`src/rtl/pipe_fetch_unit.sv`:
```
// pipe_fetch_unit: instruction-fetch stage between the PC register and decode.
// Issues in-order fetches to instruction memory, tracks granted-but-unreturned
// requests, buffers returned words with their PC+4, and drops stale responses
// after a redirect.
//
// Handshakes:
//   imem: a request transfers on an edge where imem_req && imem_gnt. Responses
//         (imem_rvalid) return in request order, at least one cycle after their
//         grant, and are always accepted.
//   id:   the head entry transfers on an edge where id_valid && id_ready.
//         id_valid never depends on id_ready.
module pipe_fetch_unit #(
    parameter int unsigned DEPTH     = 2,
    parameter logic [31:0] RESET_PC4 = 32'h0000_0004
) (
    input  logic        clk,
    input  logic        clr,
    input  logic [31:0] pc,
    output logic        pc_en,
    output logic        imem_req,
    output logic [31:0] imem_addr,
    input  logic        imem_gnt,
    input  logic        imem_rvalid,
    input  logic [31:0] imem_rdata,
    input  logic        flush,
    output logic        id_valid,
    output logic [31:0] id_inst,
    output logic [31:0] id_pc4,
    input  logic        id_ready
);

    localparam int unsigned AW = $clog2(DEPTH);
    localparam int unsigned CW = AW + 1;
    localparam logic [CW:0] DEPTH_W = DEPTH[CW:0];

    // Instruction queue: {inst, pc4} entries handed to decode.
    logic [31:0]   q_inst_q [DEPTH];
    logic [31:0]   q_pc4_q  [DEPTH];
    logic [AW-1:0] q_rd_q, q_wr_q;
    logic [CW-1:0] q_cnt_q, q_cnt_d;

    // In-flight FIFO: pc4 of every granted request whose data is still pending.
    logic [31:0]   f_pc4_q [DEPTH];
    logic [AW-1:0] f_rd_q, f_wr_q;
    logic [CW-1:0] f_cnt_q, f_cnt_d;

    // Number of in-flight responses still to be discarded after a redirect.
    logic [CW-1:0] kill_q, kill_d;

    logic [CW:0] credit_used;
    logic        grant;
    logic        rsp;
    logic        live;
    logic        q_pop;

    // Credit: in-flight plus queued may never exceed the queue capacity, so a
    // live response always finds a free slot.
    assign credit_used = {1'b0, f_cnt_q} + {1'b0, q_cnt_q};
    assign imem_req    = !clr && !flush && (credit_used < DEPTH_W);
    assign imem_addr   = pc;
    assign grant       = imem_req && imem_gnt;
    // A redirect always loads the target; reset overrides everything.
    assign pc_en       = !clr && (grant || flush);

    // A response with nothing outstanding is a protocol error and is ignored.
    assign rsp   = imem_rvalid && (f_cnt_q != '0);
    assign live  = rsp && (kill_q == '0) && !flush;
    assign q_pop = id_valid && id_ready && !flush;

    assign id_valid = (q_cnt_q != '0);
    assign id_inst  = id_valid ? q_inst_q[q_rd_q] : 32'h0000_0000;
    assign id_pc4   = id_valid ? q_pc4_q[q_rd_q]  : RESET_PC4;

    // Next-state arithmetic for the three counters.
    always_comb begin
        f_cnt_d = f_cnt_q + CW'(grant) - CW'(rsp);
        if (flush) begin
            q_cnt_d = '0;
            // Every request still in flight after this edge belongs to the old
            // path; a response consumed on this edge is already gone. Counting
            // from the outstanding total (not adding to the old kill value)
            // keeps kill bounded by DEPTH across back-to-back redirects.
            kill_d  = f_cnt_q - CW'(rsp);
        end else begin
            q_cnt_d = q_cnt_q + CW'(live) - CW'(q_pop);
            kill_d  = kill_q - CW'(rsp && (kill_q != '0));
        end
    end

    // Control state: pointers, counts and kill counter with synchronous reset.
    always_ff @(posedge clk) begin
        if (clr) begin
            q_rd_q  <= '0;
            q_wr_q  <= '0;
            q_cnt_q <= '0;
            f_rd_q  <= '0;
            f_wr_q  <= '0;
            f_cnt_q <= '0;
            kill_q  <= '0;
        end else begin
            q_cnt_q <= q_cnt_d;
            f_cnt_q <= f_cnt_d;
            kill_q  <= kill_d;
            if (grant) f_wr_q <= f_wr_q + 1'b1;
            if (rsp)   f_rd_q <= f_rd_q + 1'b1;
            if (flush) begin
                q_rd_q <= q_wr_q;
            end else begin
                if (live)  q_wr_q <= q_wr_q + 1'b1;
                if (q_pop) q_rd_q <= q_rd_q + 1'b1;
            end
        end
    end

    // Data storage: written only under the same conditions that advance the
    // write pointers, so it needs no reset.
    always_ff @(posedge clk) begin
        if (!clr && grant) f_pc4_q[f_wr_q] <= pc + 32'd4;
        if (!clr && live) begin
            q_inst_q[q_wr_q] <= imem_rdata;
            q_pc4_q[q_wr_q]  <= f_pc4_q[f_rd_q];
        end
    end

endmodule

```
`config.mk`:
```
export PLATFORM = sky130hd
export DESIGN_NAME = pipe_fetch_unit
export DESIGN_NICKNAME = d
export VERILOG_FILES = /design/src/rtl/pipe_fetch_unit.sv
export SDC_FILE = /design/constraint.sdc
export NUM_CORES = 1
export LEC_CHECK = 0
export CAP_MARGIN = 15
export CORE_ASPECT_RATIO = 0.5
export CORE_UTILIZATION = 58
export CTS_BUF_LIST = sky130_fd_sc_hd__clkbuf_4
export CTS_CLUSTER_DIAMETER = 60
export DETAILED_ROUTE_END_ITERATION = 16
export GPL_ROUTABILITY_DRIVEN = 1
export GPL_TIMING_DRIVEN = 0
export PLACE_DENSITY = 0.88
export SETUP_SLACK_MARGIN = 0.2
export SLEW_MARGIN = 20
export SYNTH_ARGS = -nofsm -noshare
export SYNTH_HDL_FRONTEND = slang
export SYNTH_SLANG_ARGS = --single-unit
```
`constraint.sdc`:
```
create_clock -name clk -period 11.7 [get_ports clk]
set_input_delay 1.755 -clock clk [delete_from_list [all_inputs] [get_ports clk]]
set_output_delay 1.755 -clock clk [all_outputs]
set_load 0.005 [all_outputs]
```
==> out/summary.log <==
qor: outcome.run_status finished clean
qor: timing.report.final.setup_viol 0
qor: worst_setup_path.critical_path_peak_fanout 6
qor: timing.unrepaired_setup_endpoints_after_global_routing no
qor: route.dr_total_vias 5296
qor: timing.timing.clock.skew 39.50 ps
qor: hold_path.worst_hold_path.endpoint f_rd_q
qor: worst_setup_path.cp_cell_sequence clkdlybuf4s50_1, nor4_1, nand2_1, a21oi_1, clkdlybuf4s50_1
qor: die.ioPinCount 169
qor: placement.final_wtd_congestion 0.8300
qor: logic_synthesis.post_synth_edffs 192
qor: layout.layout-drive-gt1-share 22.52%
qor: cts.post_cts.resized_instances 0
qor: worst_setup_path.path_delay_family buffers and inverters
qor: worst_setup_path.critical_path.endpoint_type output pin
qor: logic_synthesis.synth.yosys.seq_area_share 70.01%
qor: worst_setup_path.crit_type in -> out
qor: timing.worst_slew_pin_slew 1036 ps
qor: cts.num_cts_buffers 46
qor: die.dieArea 0.01531 mm²
qor: hold_path.worstHoldPathType reg -> reg
qor: layout.post-route-util 80.40%
qor: worst_setup_path.critical_path.max_stage_delay 590 ps
qor: logic_synthesis.yosysWarningCount 0
qor: timing.max-slew-margin-rel 30.70%
qor: power_and_ir_drop.ir_drop 0.06810 mV
qor: cts.root_buffer clkbuf_4
qor: die.core_area 0.01400 mm²
qor: layout.nNetsFinal 863
qor: die.placementRows 30
qor: power_and_ir_drop.power_leakage 3.934 nW
qor: cts.cts_num_sinks 204
qor: timing.post-route-min-period 5647 ps
qor: worst_setup_path.timing.critical_path.mode_cell clkdlybuf4s50_1
qor: global_route.grt_max_degree 33
qor: job.cap_violations 0
qor: timing.layout_worst_path_cycle_share 48.27%
qor: cts.worst_skew_pair.late_latency 600 ps
qor: placement.placement.io_buffers 168
qor: logic_synthesis.synth-main-ff-cell edfxtp_1
qor: placement.detailedPlacementHpwl 12.12 mm
qor: worst_setup_path.worst_r2r_path_depth 10
qor: global_route.initial_antenna_violation_count 0
qor: worst_setup_path.critical_path_data_required_time 9950 ps
qor: cts.clkTransAtPathRegs 60 ps
qor: route.route.detailed.wl_per_inst 17.80 µm
qor: worst_setup_path.regToRegStartpoint f_cnt_q[0]
qor: cts.cts_max_level 2
qor: logic_synthesis.postSynthCellCount 553
qor: route.drt-pass1-iter-count 5
qor: timing.tns 0 ps
qor: logic_synthesis.postSynthNetCount 631
qor: hold_path.min_delay_path_depth 2
qor: die.die_height 88.00 µm
qor: timing.max_slew_vio_count 0
qor: logic_synthesis.synth_area 0.008578 mm²
qor: die.dieWidth 174.0 µm
qor: route.detailedRoute.firstIterationViolations 347
qor: route.avgViaCountPerCell 5.249
qor: worst_setup_path.start_kind input pin
qor: global_route.grt_pass1_wl 27.90 mm
qor: power_and_ir_drop.power_per_cell_area 145.5 mW/mm²
qor: global_route.grt_use_total 23.93%
qor: route.ant_nets 0
qor: worst_setup_path.r2r_slack 8900 ps
qor: cts.cts_setup_buffers 0
qor: layout.postLayoutCellArea 0.01126 mm²
qor: timing.finalHoldViolations 0
qor: logic_synthesis.count_of_cell_types_in_the_netlist 36
qor: worst_setup_path.path_buf_inv 2
qor: placement.placedInstanceArea 0.01068 mm²
qor: hold_path.worstHoldStart f_rd_q
qor: worst_setup_path.critical_path_arrival 3890 ps
qor: timing.peak_clock_frequency_supported_by_timing 0.1771 GHz
qor: route.drt_wl_total 17.96 mm
qor: cts.clk_path_buf_depth 3
qor: die.effective_utilization_at_floorplan 61.27%
qor: logic_synthesis.number_of_synthesized_register_bits 204
qor: layout.flow.area_growth_from_synthesis 31.23%
qor: cts.tritoncts_clock_tree done
qor: global_route.globalRoute.totalOverflow 0
qor: logic_synthesis.avgSynthCellArea 15.51 µm²
qor: worst_setup_path.crit-reg2reg-capture f_cnt_q[1]
qor: logic_synthesis.async_reset_ff_share 0%
qor: worst_setup_path.cpMaxStageDelayCell nor4_1
qor: layout.antenna_cells 0
qor: global_route.first_global_vias 5533
qor: layout.layout.filler_cells 753
qor: route.route.detailed.drc 0
qor: cts.cts_hold_buf 0
## per-layer routing
layer	GRT usage [%]	vias up	wire length, µm
li1	-	2494	-
met1	29.11	2537	7369
met2	42.98	228	9000
met3	5.035	37	1262
met4	9.250	0	331
met5	0	-	0
## cells in the final DEF (no fill, tap or decap), types with 3 or more instances in the layout
cell type        count
a211oi_1             3
nand2_1              9
clkbuf_4            72
xnor2_1             17
buf_4               43
mux2i_1             64
nor4_1               5
clkdlybuf4s50_1    168
ha_1                 7
nor3_2               3
dfxtp_1             12
buf_6                4
nor2_1              77
clkinv_2             3
clkinv_1             4
clkbuf_1             8
nand4_1              6
edfxtp_1           192
nand3_1             14
buf_2               10
inv_1               11
nor4_2               4
xor2_1              21
mux2_2              32
and4_1               3
## cells in the mapped netlist, types with 2 or more instances
cell	n	area, µm²
and2_1	2	12.51
buf_4	32	240.2
xor2_1	21	183.9
nor3b_1	2	15.01
and4_1	3	26.28
nor4_2	4	50.05
mux2_2	32	360.4
nand3_1	14	70.07
mux2i_1	64	640.6
nand4_1	6	37.54
and4_4	2	22.52
a211oi_1	3	22.52
nand2_1	9	33.78
inv_1	11	41.29
nor3_2	2	20.02
dfxtp_1	12	240.2
xnor2_1	17	148.9
and3_1	2	12.51
nand3_2	2	20.02
nor3_1	3	15.01
ha_1	7	87.58
buf_2	10	50.05
edfxtp_1	192	5766
clkbuf_1	8	30.03
nor4_1	5	31.28
nor2_1	78	292.8
## worst max path at each step
| stage | start | to | slack, ps | cells past startpoint |
|---|---|---|---|---|
| 3_5_place_dp | clr | pc_en | 6070 | 5 |
| 5_1_grt | clr | pc_en | 5990 | 5 |
| 4_1_cts | clr | pc_en | 6070 | 5 |
| 6_report | clr | pc_en | 6050 | 5 |
| 2_1_floorplan | imem_rvalid | q_inst_q[1][0] | 4230 | 3 |
| 3_3_place_gp | imem_rvalid | q_pc4_q[1][18] | 1080 | 4 |
## worst min-delay path: cells and delay by family (launching register included)
kind                      cells  cell delay, ps
DFF                           1             330
and+or+nand+nor               1              80
xor gates and xnor gates      1              80
## sequential cells by signal, indices dropped and copies added (netlist names), named ones only
name / cells
q_wr_q: 1
f_rd_q: 1
q_inst_q: 64
q_rd_q: 1
f_cnt_q: 2
kill_q: 2
f_wr_q: 1
f_pc4_q: 64
q_pc4_q: 64
q_cnt_q: 2
## through the flow
stage | instances | power [W] | setup WS [ps] | hold slack [ps]
6_report | 1009 | 0.001638 | 6053 | 520.0
3_3_place_gp | 913 | 0.001095 | 1081 | 484.9
2_1_floorplan | 553 | 0.001009 | 4235 | 472.5
4_1_cts | 1009 | 0.001649 | 6066 | 517.0
3_5_place_dp | 929 | 0.001110 | 6074 | 495.8
5_1_grt | 1009 | 0.001708 | 5993 | 540.5
## kinds of logic after synthesis
group	Yosys count	share of synthesized area, %
flip-flops	204	70.01
buffers and inverters	62	4.347
multiplexers	96	11.67
XOR/XNOR	38	3.880
adder cells (fa/ha/maj)	8	1.254
AO/OA/AOI/OAI	5	0.3791
AND/OR/NAND/NOR	140	8.460
## cell type report
cell class / count / area, µm² / area share, %
plain buffers: 51 / 331.6 / 2.945
well taps: 192 / 240.2 / 2.134
flip-flops and latches: 204 / 6006 / 53.35
repair buffers: 184 / 1846 / 16.39
clock inverters: 8 / 33.78 / 0.3001
inverters: 11 / 41.29 / 0.3668
multi-input cells: 287 / 2218 / 19.71
clock buffers: 72 / 540.5 / 4.802
## report_power, final
group          internal, W  switching (W)  total [W]  leakage (nW)
logic             0.000126       0.000114   0.000240          1.75
clock network     0.000279       0.000264   0.000543         0.354
registers         0.000843      0.0000119   0.000855          1.83
Note: power is estimated with default switching activity, not from simulation.
